**src/rtl/stream_mux_nx1.sv**
```systemverilog
`default_nettype none
// ============================================================================
// Module   : stream_mux_nx1
// Purpose  : N:1 valid/ready stream multiplexer with a 1-deep registered
//            output stage. The channel is chosen either by an external select
//            (MODE=0) or by an internal round-robin arbiter (MODE=1).
// Ports    : clk, rst       - clock (rising edge), asynchronous active-high reset
//            in_data        - N_CH packed words, channel i at [i*WIDTH +: WIDTH]
//            in_valid       - per-channel word-present flags
//            in_ready       - per-channel accept strobes (one-hot or zero)
//            sel            - channel select, only used when MODE=0
//            out_data       - registered output word
//            out_ch         - channel index the held word came from
//            out_valid      - output register holds a word
//            out_ready      - consumer accepts the held word
// Revision : 1.0 - initial release
// ============================================================================
module stream_mux_nx1 #(
  parameter int N_CH  = 4,
  parameter int WIDTH = 8,
  parameter int MODE  = 0,
  localparam int SEL_W = $clog2(N_CH)
) (
  input  logic                    clk,
  input  logic                    rst,
  input  logic [N_CH*WIDTH-1:0]   in_data,
  input  logic [N_CH-1:0]         in_valid,
  output logic [N_CH-1:0]         in_ready,
  input  logic [SEL_W-1:0]        sel,
  output logic [WIDTH-1:0]        out_data,
  output logic [SEL_W-1:0]        out_ch,
  output logic                    out_valid,
  input  logic                    out_ready
);

  localparam logic [SEL_W:0] C_N_CH = (SEL_W+1)'(N_CH);

  logic [WIDTH-1:0] r_out_data;
  logic [SEL_W-1:0] r_out_ch;
  logic             r_out_valid;

  logic             w_load;
  logic             w_grant_vld;
  logic [SEL_W-1:0] w_grant;
  logic             w_xfer_in;
  logic [WIDTH-1:0] w_sel_data;

  // The output register can take a word whenever it is empty or being drained.
  assign w_load = !r_out_valid || out_ready;

  if (MODE == 1) begin : g_mode_rr
    logic [SEL_W-1:0] r_rr_ptr;

    // Scan from the farthest candidate down to the nearest so the nearest
    // requesting channel after r_rr_ptr ends up as the winner.
    always_comb begin
      w_grant_vld = 1'b0;
      w_grant     = '0;
      for (int k = N_CH; k >= 1; k--) begin
        if (in_valid[(int'(r_rr_ptr) + k) % N_CH]) begin
          w_grant_vld = 1'b1;
          w_grant     = SEL_W'((int'(r_rr_ptr) + k) % N_CH);
        end
      end
    end

    // Pointer only advances on an accepted word, so idle and stalled cycles
    // leave the fairness order untouched.
    always_ff @(posedge clk or posedge rst) begin
      if (rst) begin
        r_rr_ptr <= SEL_W'(N_CH - 1);
      end else if (w_xfer_in) begin
        r_rr_ptr <= w_grant;
      end
    end
  end else begin : g_mode_sel
    // Out-of-range select values grant nothing.
    assign w_grant     = sel;
    assign w_grant_vld = ({1'b0, sel} < C_N_CH);
  end

  always_comb begin
    in_ready = '0;
    for (int i = 0; i < N_CH; i++) begin
      in_ready[i] = w_grant_vld && (w_grant == SEL_W'(i)) && w_load && !rst;
    end
  end

  always_comb begin
    w_sel_data = '0;
    for (int i = 0; i < N_CH; i++) begin
      if (w_grant == SEL_W'(i)) begin
        w_sel_data = in_data[i*WIDTH +: WIDTH];
      end
    end
  end

  assign w_xfer_in = |(in_valid & in_ready);

  always_ff @(posedge clk or posedge rst) begin
    if (rst) begin
      r_out_valid <= 1'b0;
      r_out_data  <= '0;
      r_out_ch    <= '0;
    end else if (w_xfer_in) begin
      // A new word replaces the drained one in the same cycle: no bubble.
      r_out_valid <= 1'b1;
      r_out_data  <= w_sel_data;
      r_out_ch    <= w_grant;
    end else if (out_ready) begin
      r_out_valid <= 1'b0;
    end
  end

  assign out_data  = r_out_data;
  assign out_ch    = r_out_ch;
  assign out_valid = r_out_valid;

endmodule
`default_nettype wire

```
**config.mk**
```make
export PLATFORM = sky130hd
export DESIGN_NAME = stream_mux_nx1
export DESIGN_NICKNAME = d
export VERILOG_FILES = /design/src/rtl/stream_mux_nx1.sv
export SDC_FILE = /design/constraint.sdc
export NUM_CORES = 1
export LEC_CHECK = 0
export CAP_MARGIN = 20
export CORE_UTILIZATION = 35
export CTS_BUF_LIST = sky130_fd_sc_hd__clkbuf_4 sky130_fd_sc_hd__clkbuf_8
export DETAILED_ROUTE_END_ITERATION = 6
export PLACE_DENSITY_LB_ADDON = 0.15
export SLEW_MARGIN = 40
export SYNTH_ARGS = -nofsm -noshare
export SYNTH_HDL_FRONTEND = slang
export SYNTH_SLANG_ARGS = --single-unit
```
**constraint.sdc**
```tcl
create_clock -name clk -period 1.4 [get_ports clk]
set_input_delay 0.28 -clock clk [delete_from_list [all_inputs] [get_ports clk]]
set_output_delay 0.28 -clock clk [all_outputs]
set_load 0.02 [all_outputs]
```
==> results of run 1 <==
## area by class of cell
cell class,instances,area share [%]
timing repair buffer,68,41.0
multi-input combinational,37,35.6
inverter,3,0.749
tap,27,2.25
sequential,11,18.3
clock buffer,4,2.00
## metal layers
metal / vias to the layer above / track usage, % / part of all wire, %
met3: 3 / 4.05 / 4.0
met4: 0 / 8.33 / 1.1
met1: 382 / 24.4 / 41
met5: - / 0 / 0
li1: 357 / - / -
met2: 34 / 38.7 / 54
## kinds of logic after synthesis
kind of cell,Yosys count,synth area share (%)
AOI/OAI and AO/OA,6,4.85
and+or+nand+nor,9,7.43
buffers and inverters,6,5.01
DFF,11,35.5
muxes,21,47.2
## power by group
| group | switching (mW) | internal (mW) |
|---|---|---|
| registers | 0.0473 | 0.397 |
| logic | 0.263 | 0.356 |
| clock network | 0.113 | 0.130 |
## state kept, by name, indices dropped and copies added (netlist names)
register and flops:
out_ch 2, out_data 8, out_valid 1
## how the worst max path moves through the flow
stage                          from     endpoint  slack (ns)  cells after the start
final                     out_valid  in_ready[1]      -0.005                      4
after global routing      out_valid  in_ready[3]       -0.05                      4
after CTS                 out_valid  in_ready[3]       -0.06                      4
after detailed placement  out_ready  in_ready[1]       -0.66                      5
after global placement       sel[1]  out_data[0]       -0.65                      5
after floorplan                 rst  in_ready[0]       -0.15                      3
## what timing repair did
item,CTS,global route
gates resized for setup,55,5
pin swaps,2,3
endpoints found under the setup margin,26,13
buffers inserted,1,0
cloned,1,0
hold buffers,0,0
## critical path, cell delays in order (launching register included)
cell and delay, ns:
dfrtp_1 0.41, nand2b_4 0.10, nand2_4 0.06, nor3_2 0.11, buf_4 0.16
## per-stage QoR
stage	hold WS (ns)	cells	cell area, sq um
3_5_place_dp	0.496	144	1450
4_1_cts	0.192	150	1500
6_report	0.193	150	1500
2_1_floorplan	0.186	53	808
5_1_grt	0.206	150	1500
3_3_place_gp	0.490	144	1450
## layout by cell type, fill, tap and decap left out, drive strengths merged, types with 3 or more instances in the layout
cell type	synthesis	routed
buf	3	18
clkbuf	0	5
clkdlybuf4s50	0	32
dfrtp	11	11
dlygate4sd2	0	15
inv	3	3
mux2	10	10
mux4	9	9
nor3	4	4
==> run metrics, run 1 <==
outcome=complete, but fails checks; violated checks=setup timing; full die area=2400 sq um; Layout Skew=0.0103 ns; cell taking the most area after synthesis=dfrtp_1; top post-synthesis cells by area=dfrtp_1, mux4_1, mux2_2; Syn Nets=94; Async S/R FF share, synth=100%; CP endpoint kind=output port; htree depth=1; antenna cell count=0; clk_lat worst skew=0.28 ns; HP Class=input port to async pin; # IOs=56; R2R depth=4; crit path DAT=1.13 ns; gr usage total=21.3%; Synth Instances=53; Post-synth top cells=dfrtp_1, mux2_2, mux4_1, nor3_1, inv_1; number of flops mapped to enable cells by yosys=0; TritonRoute pass-1 iters=4; Highest Clock Rate=712 MHz; Vias/cell=5.17; DRT iter0 DRCs=12; Sequential Area=275 sq um; top cell type's share of synthesized area=35.5%; unique cell type count in the Yosys netlist=16; # port buffers=55; Initial Utilization=38.3%; syn_area_per_cell=14.6 sq um; setup_tns=-0.00831 ns; vias in the first global route=815; die width=49.0 um; synthesis-to-finish area growth=94.0%; most frequent cell after synthesis=dfrtp_1; Reg clk slew, reported paths=0.08 ns; worst reg2reg setup slack=0.13 ns; Tmin final=1.41 ns; GRT Residual Overflow=0; crit-path max FO=4; Avg WL per Cell=15.5 um; Worst Path Required=1.12 ns; period utilisation layout=100%; yosys warns=0; flop and latch count out of synthesis=11; Leak=0.693 nW; # rows=16; Finish-stage setup viols=2; CTS Buffer Depth=2; top_reg_cell synth=dfrtp_1; fillcell total=156; CTS Buf Count=3; final hold vios=0; post-route ant nets=0; Util after Layout=74.3%; Detailed Place HPWL=1810 um; core area=2020 sq um; overall power=1.31 mW; RR Endpoint=out_data[7]; # DRC=0; Pwr Density=870 nW/um^2; Vias=776; global-route wire length before repair=3690 um; GPL Wtd Cong=0.688; Die Y=49.0 um; setup ws final=-0.00513 ns; Final nets=165; share of post-route cells with drive strength above 1=35.0%; Routed WL=2320 um; max-cap viol count=0; Final Max Tran Viols=0; Worst Setup Start Kind=flip-flop; VDD IR max=0.000449 V; CTS tree=yes; root cell of the clock tree=clkbuf_4; RSZ-0062 raised after global routing=yes; TritonCTS sink count=11; Slew HR=84.4%; largest net degree at the start of global routing=16; Cell Area, Synth=774 sq um; Setup WS pre-CTS=-0.662 ns; sequential share of the synthesized area=35.5%; worst r2r src=out_valid; Setup CP Type=flip-flop to output port; worst-margin pin slew=0.235 ns; initial antenna violation count=0; area of the multi-input gates=536 sq um
(Power assumes the default switching activity.)
==> run 2: changes to the inputs <==
--- a/config.mk
+++ b/config.mk
@@ -9,6 +9,7 @@
 export CORE_UTILIZATION = 35
 export CTS_BUF_LIST = sky130_fd_sc_hd__clkbuf_4 sky130_fd_sc_hd__clkbuf_8
 export DETAILED_ROUTE_END_ITERATION = 6
+export GPL_ROUTABILITY_DRIVEN = 0
 export PLACE_DENSITY_LB_ADDON = 0.15
 export SLEW_MARGIN = 40
 export SYNTH_ARGS = -nofsm -noshare
==> results of run 2 <==
The final DEF is identical to that of run 1; final timing and power are the same.
